File: src/rtl/cic_comp_fir.sv
// 5-tap symmetric CIC droop-compensation FIR with one shared MAC, one tap per cycle.
// Build option: define CIC_COMP_FIR_SAT_EN to saturate the output instead of wrapping it.
module cic_comp_fir #(
  parameter int WIDTH      = 16,
  parameter int COEF_WIDTH = 8,
  parameter int OUT_SHIFT  = 5
) (
  input  logic                    clk,
  input  logic                    rstn,
  input  logic                    in_valid,
  input  logic signed [WIDTH-1:0] in,
  output logic                    in_ready,
  output logic signed [WIDTH-1:0] out,
  output logic                    out_valid,
  output logic                    overrun
);
  localparam int NTAPS = 5;
  localparam int AW    = WIDTH + COEF_WIDTH + 3;
  localparam logic signed [COEF_WIDTH-1:0] H0 = COEF_WIDTH'(-1);
  localparam logic signed [COEF_WIDTH-1:0] H1 = COEF_WIDTH'(4);
  localparam logic signed [COEF_WIDTH-1:0] H2 = COEF_WIDTH'(26);

  typedef enum logic [1:0] {IDLE, MAC, OUT} state_t;

  state_t                  state_q, state_d;
  logic [2:0]              k_q, k_d;
  logic signed [AW-1:0]    acc_q, acc_d;
  logic signed [WIDTH-1:0] out_q, out_d;
  logic                    out_valid_q, out_valid_d;
  logic                    overrun_q, overrun_d;
  logic signed [WIDTH-1:0] x_q [NTAPS];

  logic signed [WIDTH-1:0]      tap;
  logic signed [COEF_WIDTH-1:0] coef;
  logic signed [AW-1:0]         prod;
  logic signed [WIDTH-1:0]      res;
  logic                         accept;

  // State register; reset also aborts any MAC in flight.
  always_ff @(posedge clk) begin
    if (!rstn) state_q <= IDLE;
    else       state_q <= state_d;
  end

  always_comb begin
    state_d = state_q;
    unique case (state_q)
      IDLE:    if (in_valid) state_d = MAC;
      MAC:     if (k_q == 3'd4) state_d = OUT;
      OUT:     state_d = IDLE;
      default: state_d = IDLE;
    endcase
  end

  always_comb begin
    in_ready  = rstn && (state_q == IDLE);
    out       = out_q;
    out_valid = out_valid_q;
    overrun   = overrun_q;
  end

  assign accept = in_ready & in_valid;

  // Symmetric coefficients: tap k and tap 4-k share a value.
  always_comb begin
    tap  = x_q[0];
    coef = H0;
    unique case (k_q)
      3'd0:    begin tap = x_q[0]; coef = H0; end
      3'd1:    begin tap = x_q[1]; coef = H1; end
      3'd2:    begin tap = x_q[2]; coef = H2; end
      3'd3:    begin tap = x_q[3]; coef = H1; end
      3'd4:    begin tap = x_q[4]; coef = H0; end
      default: begin tap = x_q[0]; coef = H0; end
    endcase
  end

  assign prod = AW'(tap) * AW'(coef);

`ifdef CIC_COMP_FIR_SAT_EN
  localparam logic signed [AW-1:0] MAXV = {{(AW-WIDTH+1){1'b0}}, {(WIDTH-1){1'b1}}};
  localparam logic signed [AW-1:0] MINV = ~MAXV;
  logic signed [AW-1:0] shifted;
  assign shifted = acc_q >>> OUT_SHIFT;
  always_comb begin
    if (shifted > MAXV)      res = MAXV[WIDTH-1:0];
    else if (shifted < MINV) res = MINV[WIDTH-1:0];
    else                     res = shifted[WIDTH-1:0];
  end
`else
  assign res = WIDTH'(acc_q >>> OUT_SHIFT);
`endif

  always_comb begin
    acc_d       = acc_q;
    k_d         = k_q;
    out_d       = out_q;
    out_valid_d = 1'b0;
    overrun_d   = overrun_q | (in_valid & ~in_ready);
    unique case (state_q)
      IDLE: if (in_valid) begin acc_d = '0; k_d = '0; end
      MAC:  begin acc_d = acc_q + prod; k_d = k_q + 3'd1; end
      OUT:  begin out_d = res; out_valid_d = 1'b1; end
      default: ;
    endcase
  end

  always_ff @(posedge clk) begin
    if (!rstn) begin
      k_q         <= '0;
      acc_q       <= '0;
      out_q       <= '0;
      out_valid_q <= 1'b0;
      overrun_q   <= 1'b0;
      for (int i = 0; i < NTAPS; i++) x_q[i] <= '0;
    end else begin
      k_q         <= k_d;
      acc_q       <= acc_d;
      out_q       <= out_d;
      out_valid_q <= out_valid_d;
      overrun_q   <= overrun_d;
      // Refused samples never touch the delay line.
      if (accept) begin
        x_q[0] <= in;
        for (int i = 1; i < NTAPS; i++) x_q[i] <= x_q[i-1];
      end
    end
  end
endmodule

File: config.mk
export PLATFORM = sky130hd
export DESIGN_NAME = cic_comp_fir
export DESIGN_NICKNAME = d
export VERILOG_FILES = /design/src/rtl/cic_comp_fir.sv
export SDC_FILE = /design/constraint.sdc
export NUM_CORES = 1
export LEC_CHECK = 0
export CELL_PAD_IN_SITES_DETAIL_PLACEMENT = 1
export CELL_PAD_IN_SITES_GLOBAL_PLACEMENT = 1
export CORE_MARGIN = 2
export CORE_UTILIZATION = 50
export DETAILED_ROUTE_END_ITERATION = 12
export PLACE_DENSITY = 0.89
export SETUP_SLACK_MARGIN = 0.5
export SYNTH_ARGS = -nofsm -noshare
export SYNTH_HDL_FRONTEND = slang
export SYNTH_SLANG_ARGS = --single-unit
File: constraint.sdc
create_clock -name clk -period 8.44 [get_ports clk]
set_clock_uncertainty 0.05 [all_clocks]
set_input_delay 1.688 -clock clk [delete_from_list [all_inputs] [get_ports clk]]
set_output_delay 1.688 -clock clk [all_outputs]
set_load 0.01 [all_outputs]
* Word level (Yosys, flattened, before mapping)
Memory sizes are Yosys's and may differ from the RTL's.
Index checks and enable logic that the tools add are counted.
** Word-level totals
- Bits in writable memories :: 80
- Output and inout port bits :: 19
- Memories :: 1
- Flip-flop bits (word level) :: 50
- Input port bits :: 19
** Operators by class
- Equality and inequality tests :: 8
- Bitwise operators :: 9
- Reductions and logical operators :: 6
- Multiply operators :: 1
- Mux-type cells :: 19
- $add $sub $neg :: 2
** Memory list
- x_q :: words 5, bits a word 16, read ports 5, clocked after memory_dff 0, wr ports 5, RTL line 31 : logic signed [WIDTH-1:0] x_q [NTAPS];
** Operators with widths (number)
- $mux 16 :: 5
- $pmux 16 s4 :: 1
- $pmux 27 s2 :: 1
- $add 27x24->27 :: 1
- $mux 27 :: 1
- $mul 16x8->24 :: 1
- $pmux 8 s2 :: 1
- $eq 3x2->1 const B :: 2
- $or 1x1->1 :: 6
- $pmux 3 s2 :: 1
- $mux 1 :: 5
- $mux 2 :: 2
- $ne 2x2->1 const B :: 2
- $pmux 2 s2 :: 1
- $reduce_and 2->1 :: 2
- $add 3x1->3 const B :: 1
- $eq 3x1->1 const B :: 1
- $eq 3x3->1 const B :: 1
- $mux 3 :: 1
- $and 1x1->1 :: 2
- $eq 2x1->1 const B :: 1
- $eq 2x2->1 const B :: 1
- $logic_not 2->1 :: 1
- $reduce_bool 2->1 :: 1
- 3 further kinds :: 3

* Logic depth before layout (Yosys ltp)
Gate-level depths: netlist of the first run.
- Depth after elaboration :: 7
- Depth in mapped cells :: 29
- Depth with buffers taken out :: 28

* Least setup slack after synthesis of the first run
Ideal clock, no wire load.
- Kind :: reg-to-reg
- Start point :: reg k_q[0]
- End point :: reg acc_q[15]
- Clock period less this slack :: 6.582 ns
- Arrival :: 6.404 ns
- Slack :: 1.858 ns
- Library setup time :: 0.128 ns
- Stages on the path, launching flop included :: 27
- Path through :: dfxtp_1 -> inv_1 -> ha_1 -> nor4_1 -> or2_1 -> buf_6 -> buf_2 -> buf_4 -> a21oi_1 -> a21oi_1 -> nor2_1 -> fa_1 -> inv_1 -> fa_1 -> inv_1 -> fa_1 -> fa_1 -> inv_1 -> fa_1 -> inv_1 -> ha_1 -> o21a_1 -> a2111oi_0 -> o21ai_1 -> a31o_2 -> a211oi_1 -> o31ai_1
** Between the ends
- Longest elaborated chain between the ends :: 6
** Ends and longest elaborated chain
- start: declaration :: RTL line 26 : logic [2:0] k_q, k_d;
- start signal: assignment :: RTL line 117 : k_q <= k_d;
- $eq 3x2->1 or $eq 3x1->1 (tied branches) :: RTL line 68 : unique case (k_q)
- $reduce_or 2->1 (no source line)
- $pmux 8 s2 :: RTL line 68
- $mul 16x8->24 (*) :: RTL line 78 : assign prod = AW'(tap) * AW'(coef);
- $add 27x24->27 (*) :: RTL line 102 : MAC: begin acc_d = acc_q + prod; k_d = k_q + 3'd1; end
- $pmux 27 s2 (*) :: RTL line 100 : unique case (state_q)
- end signal: assignment :: RTL line 111 : acc_q <= '0;
- end signal: assignment :: RTL line 118 : acc_q <= acc_d;
- end: declaration :: RTL line 27 : logic signed [AW-1:0] acc_q, acc_d;
Every way passes the cells marked *; elsewhere a longest branch is shown, timed or not.
A chain may end at the register's enable or synchronous reset.

* Worst setup path after layout of the first run
Same ends and word-level chain as after synthesis.

==> out/qor.yml, run 1 <==
global_routing:
  grt_pass1_vias: 7666
  grt_util_all_layers_pct: 29.2
  grt_overflow: 0
  grt_max_degree: 81
  antenna_found_initial: 0
  grt_pass1_wl_microns: 43100
layout:
  areaGrowthSynthToFinish_pct: 12.3
  nFillCells: 1945
  layout_commonest_cell: "inv_1"
  nets: 1083
  drive_gt1_share_pct: 6.64
  antennaDiodeCount: 0
  final_cell_mix: "inv_1, fa_1, and2_1"
timing:
  worstMarginPinSlew_ns: 1.25
  setup_viol: 0
  rsz0062_at_grt: "false"
  setup-tns-final_ns: 0
  slew_headroom_pct: 16.3
  hold_viol_final: 0
  max_freq_mhz: 133
  maxSlewViolCount: 0
  fin_crit_ns: 7.52
  finalCritPeriodShare_pct: 89.1
synthesis:
  ys_ff_latch: 124
  syn_area_sq_um: 9230
  synth_area_per_cell_sq_um: 10.6
  synthFlopType: "edfxtp_1"
  ys_warn_count: 0
  synth_cells: 873
  ys_async_sr_fraction_pct: 0
  synth_cell_types: 56
  ys_seq_area_share_pct: 35.6
  syn_nets: 1051
  synth-edff-count: 80
setup_path:
  cp_data_arrival_time_ns: 7.78
  r2r-end: "acc_q[15]"
  worstPathMaxFanout: 18
  r2r_slack_ns: 0.92
  cp_cell_sequence: "inv_1, ha_1, nor4_1, or2_2, a21oi_1, a21oi_1, or2_2, inv_1, fa_1, inv_1, fa_1, inv_1, fa_1, fa_1, inv_1, fa_1, inv_1, ha_1, o21a_1, a2111oi_2, o21ai_1, a31o_2, a211oi_1, o31ai_1"
  crit_top_cell: "inv_1"
  cp_top_family: "adder cells"
  crit_type: "reg2reg"
  cpMaxStageDelayCell: "fa_1"
  timing.rr.start: "k_q[0]"
  cp-start-kind: "register"
  cp-end-kind: "register"
  crit_path_max_incr_delay_ns: 0.59
  critPathBufInv: 6
  reg2reg_depth: 24
  cp.required_ns: 8.70
clock_network:
  htreeDepth: 4
  post_cts_buffers: 0
  root_buffer: "clkbuf_16"
  cts_buffers: 17
  hold_buffers: 0
  clk_latency_ns: 0.45
  cts_tree: "done"
  clk_path_buf_depth: 2
  clk_pin_slew_ns: 0.06
  cts.sinks: 124
drt:
  ant_nets: 0
  drc: 0
  wl_met2_microns: 14000
  firstDrtPassIters: 5
  avgViaCountPerCell: 5.89
  routed_wl_microns: 26600
  drtIter0Drc: 513
  drt-wirelength-per-cell_microns: 23.2
  met1Wirelength_microns: 9980
  vias: 6751
  wl_met3_microns: 1160
  top_layer: "met4"
floorplan:
  start_util_pct: 51.2
  die_w_microns: 140
  coreArea_sq_um: 18000
  row_count: 49
  pin_count: 38
  die_area_sq_um: 19600
  die_y_microns: 140
placement:
  gp_congestion: 0.859
  place_hpwl_microns: 18700
  io_buffers: 37
min_path:
  worstHoldStart: "out[1]"
  hp-class: "reg2reg"
  hold_end: "out[1]"
  whs_path_depth: 2
run:
  cap_violations: 0
run_status:
  status: "finished, final reports clean"
==> cell families after synthesis <==
kind of cell / synth area share, %
fa+ha+maj: 30.3
xor+xnor: 1.71
buf+inv: 6.28
compound gates: 10.8
flops: 35.6
simple gates: 14.0
mux: 1.38
==> worst min-delay path: stages, from the launching register on <==
cell and delay, ns:
dfxtp_1 0.31, nand2_1 0.05, a21oi_1 0.05
==> worst max-delay path by stage <==
| stage | start | endpoint | depth (start not counted) |
|---|---|---|---|
| 2_1_floorplan | k_q[0] | acc_q[15] | 26 |
| 3_3_place_gp | k_q[0] | acc_q[15] | 23 |
| 3_5_place_dp | k_q[0] | acc_q[15] | 23 |
| 4_1_cts | k_q[0] | acc_q[15] | 23 |
| 5_1_grt | k_q[0] | acc_q[15] | 23 |
| 6_report | k_q[0] | acc_q[15] | 24 |
==> cells in the mapped netlist, drive strengths merged (2+ instances only) <==
master,number,area share (%)
a211o,2,0.19
a211oi,2,0.16
a21boi,2,0.20
a21o,3,0.24
a21oi,46,2.6
a22o,7,0.66
a22oi,33,2.7
and2,87,5.9
buf,7,0.50
clkbuf,29,1.2
dfxtp,44,9.5
edfxtp,80,26
fa,107,23
ha,52,7.0
inv,113,4.6
mux2,6,0.73
mux2i,6,0.65
nand2,74,3.0
nand2b,4,0.27
nand3,6,0.33
nor2,62,2.5
nor2b,8,0.54
nor3,8,0.43
o211a,2,0.22
o211ai,2,0.31
o21a,6,0.49
o21ai,24,1.3
o21bai,5,0.41
o31a,2,0.19
o31ai,4,0.33
or2,5,0.34
or3,2,0.14
xnor2,15,1.4
xor2,3,0.28
==> cell type report <==
class                           count  area, sq um  area share (%)
Sequential cell                   124         3280            31.7
Tap cell                          229          287            2.76
Multi-Input combinational cell    600         5390            52.0
Inverter                          113          424            4.09
Clock buffer                       18          429            4.14
Clock inverter                     14         97.6           0.941
Timing Repair Buffer               49          460            4.44
==> metal layers <==
| metal | global-route usage, % | up-vias |
|---|---|---|
| met5 | 0 | - |
| met4 | 16.3 | 0 |
| met3 | 4.99 | 108 |
| met2 | 52.0 | 233 |
| met1 | 33.1 | 3449 |
| li1 | - | 2961 |
==> through the flow <==
step | hold slack (ns) | area [sq um] | worst slack (ns) | utilization, % | instances
after floorplan | 0.395 | 9230 | 1.86 | - | 873
after global routing | 0.431 | 10400 | 0.575 | 57.5 | 1147
final | 0.407 | 10400 | 0.918 | 57.5 | 1147
after global placement | 0.386 | 9840 | 1.19 | 54.6 | 1115
after CTS | 0.409 | 10400 | 0.514 | 57.5 | 1147
after detailed placement | 0.392 | 9840 | 0.759 | 54.6 | 1115
==> state kept, by name, indices dropped and copies added (netlist names) <==
register	count
x_q	80
out	16
overrun	1
state_q	2
out_valid	1
acc_q	21
k_q	3
==> timing repair <==
item	4_1_cts	5_1_grt
hold endpoints to repair	0	0
setup endpoints to repair	3	7
gates resized for setup	1	2
Power of run 1 is not shown: default switching activity piles up to over one toggle a cycle in this logic, so the estimate is an artifact.
==> inputs of run 2 (changes only) <==
CAP_MARGIN = 15   (was unset)
==> run 2 against run 1 <==
  * Via count down 0.46%
  * Setup slack worse by 0.020 ns
  * Flip-flop and latch count unchanged
  * Global-route usage unchanged
  * Critical path depth unchanged
==> out/qor.yml, run 2 (synthesis gave the netlist of run 1 again) <==
drt:
  avgViaCountPerCell: 5.85  # -0.55%
  drtIter0Drc: 496  # -3.3%
  drc: 0  # unchanged
  routed_wl_microns: 26500  # -0.14%
  ant_nets: 0  # unchanged
  vias: 6720  # -0.46%
  firstDrtPassIters: 5  # unchanged
  drt-wirelength-per-cell_microns: 23.1  # -0.23%
timing:
  hold_viol_final: 0  # unchanged
  setup-tns-final_ns: 0  # unchanged
  finalCritPeriodShare_pct: 89.4  # +0.24 points
  max_freq_mhz: 133  # -0.27%
  fin_crit_ns: 7.54  # +0.0205 ns
  holdWs_ns: 0.409  # +0.00170 ns
  slew_headroom_pct: 29.9  # +14 points
  maxSlewViolCount: 0  # unchanged
  rsz0062_at_grt: "false"
  worstMarginPinSlew_ns: 1.05  # -0.201 ns
  setup_viol: 0  # unchanged
global_routing:
  antenna_found_initial: 0  # unchanged
  grt_max_degree: 81  # unchanged
  grt_pass1_wl_microns: 43100  # unchanged
  grt_util_all_layers_pct: 29.2  # unchanged
  grt_overflow: 0  # unchanged
  grt_pass1_vias: 7666  # unchanged
clock_network:
  cts.sinks: 124  # unchanged
  htreeDepth: 4  # unchanged
  cts_buffers: 17  # unchanged
  hold_buffers: 0  # unchanged
  clk_pin_slew_ns: 0.06  # about the same
  clk_latency_ns: 0.45  # about the same
  root_buffer: "clkbuf_16"
  cts_tree: "done"
  clk_path_buf_depth: 2  # unchanged
setup_path:
  r2r_slack_ns: 0.90  # -0.02 ns
  crit_type: "reg2reg"
  cp.required_ns: 8.71  # about the same
  cpMaxStageDelayCell: "fa_1"
  cp-end-kind: "register"
  crit_path_max_incr_delay_ns: 0.59  # about the same
  cp_top_family: "adder cells"
  crit_top_cell: "inv_1"
  cp_cell_sequence: "inv_1, ha_1, nor4_1, or2_2, a21oi_1, a21oi_1, or2_2, inv_1, fa_1, inv_1, fa_1, inv_1, fa_1, fa_1, inv_1, fa_1, inv_1, ha_1, o21a_1, a2111oi_2, o21ai_1, a31o_2, a211oi_1, o31ai_1"
  cp_data_arrival_time_ns: 7.81  # +0.03 ns
  critPathBufInv: 6  # unchanged
  worstPathMaxFanout: 18  # unchanged
  cp-start-kind: "register"
floorplan:
  die_y_microns: 140  # unchanged
  coreArea_sq_um: 18000  # unchanged
  row_count: 49  # unchanged
  pin_count: 38  # unchanged
  die_area_sq_um: 19600  # unchanged
  die_w_microns: 140  # unchanged
  start_util_pct: 51.2  # unchanged
layout:
  largest_register_ffs: 80  # unchanged
  fin_util_pct: 57.6  # +0.062 points
  final_cell_mix: "inv_1, fa_1, and2_1"
  antennaDiodeCount: 0  # unchanged
  regMostFlops: "x_q"
  drive_gt1_share_pct: 6.75  # +0.10 points
  nets: 1084  # +0.092%
  nFillCells: 1943  # -0.10%
  areaGrowthSynthToFinish_pct: 12.5
  layout_commonest_cell: "inv_1"
min_path:
  hp-class: "reg2reg"
placement:
  io_buffers: 37  # unchanged
  place_hpwl_microns: 18700  # unchanged
  gp_congestion: 0.859  # unchanged
run:
  cap_violations: 0  # unchanged
run_status:
  status: "finished, final reports clean"
[run 2: cell count changes in the layout (fill, tap and decap cells not counted), sizes merged]
cell | previous run | this run
buf | 12 | 13
[run 2: what timing repair did]
item	4_1_cts	5_1_grt
gates resized for setup	1	2
endpoints found under the setup margin	3	7
buffers inserted	0	0
cloned	0	0
[run 2: metal layers]
layer  part of all wire, %  GRT usage [%]  wire length (microns)
met1                    38           33.1                  10000
met2                    52           52.0                  13900
met3                   4.1           4.99                   1100
met4                   5.6           16.3                   1490
met5                     0              0                      0
[run 2: cell type report]
class	count	area (sq um)	area share, %
Clock buffer	18	429	4.13
Clock inverter	14	97.6	0.940
Inverter	113	424	4.09
Multi-Input combinational cell	600	5390	51.9
Sequential cell	124	3280	31.6
Tap cell	229	287	2.76
Timing Repair Buffer	50	472	4.54
[run 2: stage by stage]
stage | area (sq um) | worst slack (ns) | std cells
2_1_floorplan | 9230 | 1.86 | 873
3_3_place_gp | 9840 | 1.19 | 1115
3_5_place_dp | 9840 | 0.759 | 1115
4_1_cts | 10400 | 0.514 | 1147
5_1_grt | 10400 | 0.575 | 1148
6_report | 10400 | 0.898 | 1148
[run 2: path summary, 6_finish.rpt]
| kind | startpoint | endpoint | cells past startpoint |
|---|---|---|---|
| worst max register to register | k_q[0] | acc_q[15] | 24 |
| worst min register to register | out[6] | out[6] | 2 |
| worst min-delay path | out[6] | out[6] | 2 |
| worst max-delay path | k_q[0] | acc_q[15] | 24 |
[run 2: worst reg2reg max path: stages, from the launching register on]
cell	delay (ns)
dfxtp_1	0.42
inv_1	0.13
ha_1	0.33
nor4_1	0.41
or2_2	0.47
a21oi_1	0.08
a21oi_1	0.30
or2_2	0.21
inv_1	0.09
fa_1	0.56
inv_1	0.05
fa_1	0.48
inv_1	0.06
fa_1	0.53
fa_1	0.59
inv_1	0.08
fa_1	0.55
inv_1	0.05
ha_1	0.35
o21a_1	0.22
a2111oi_2	0.57
o21ai_1	0.21
a31o_2	0.29
a211oi_1	0.24
o31ai_1	0.09
Power of run 2 is left out for the same reason.
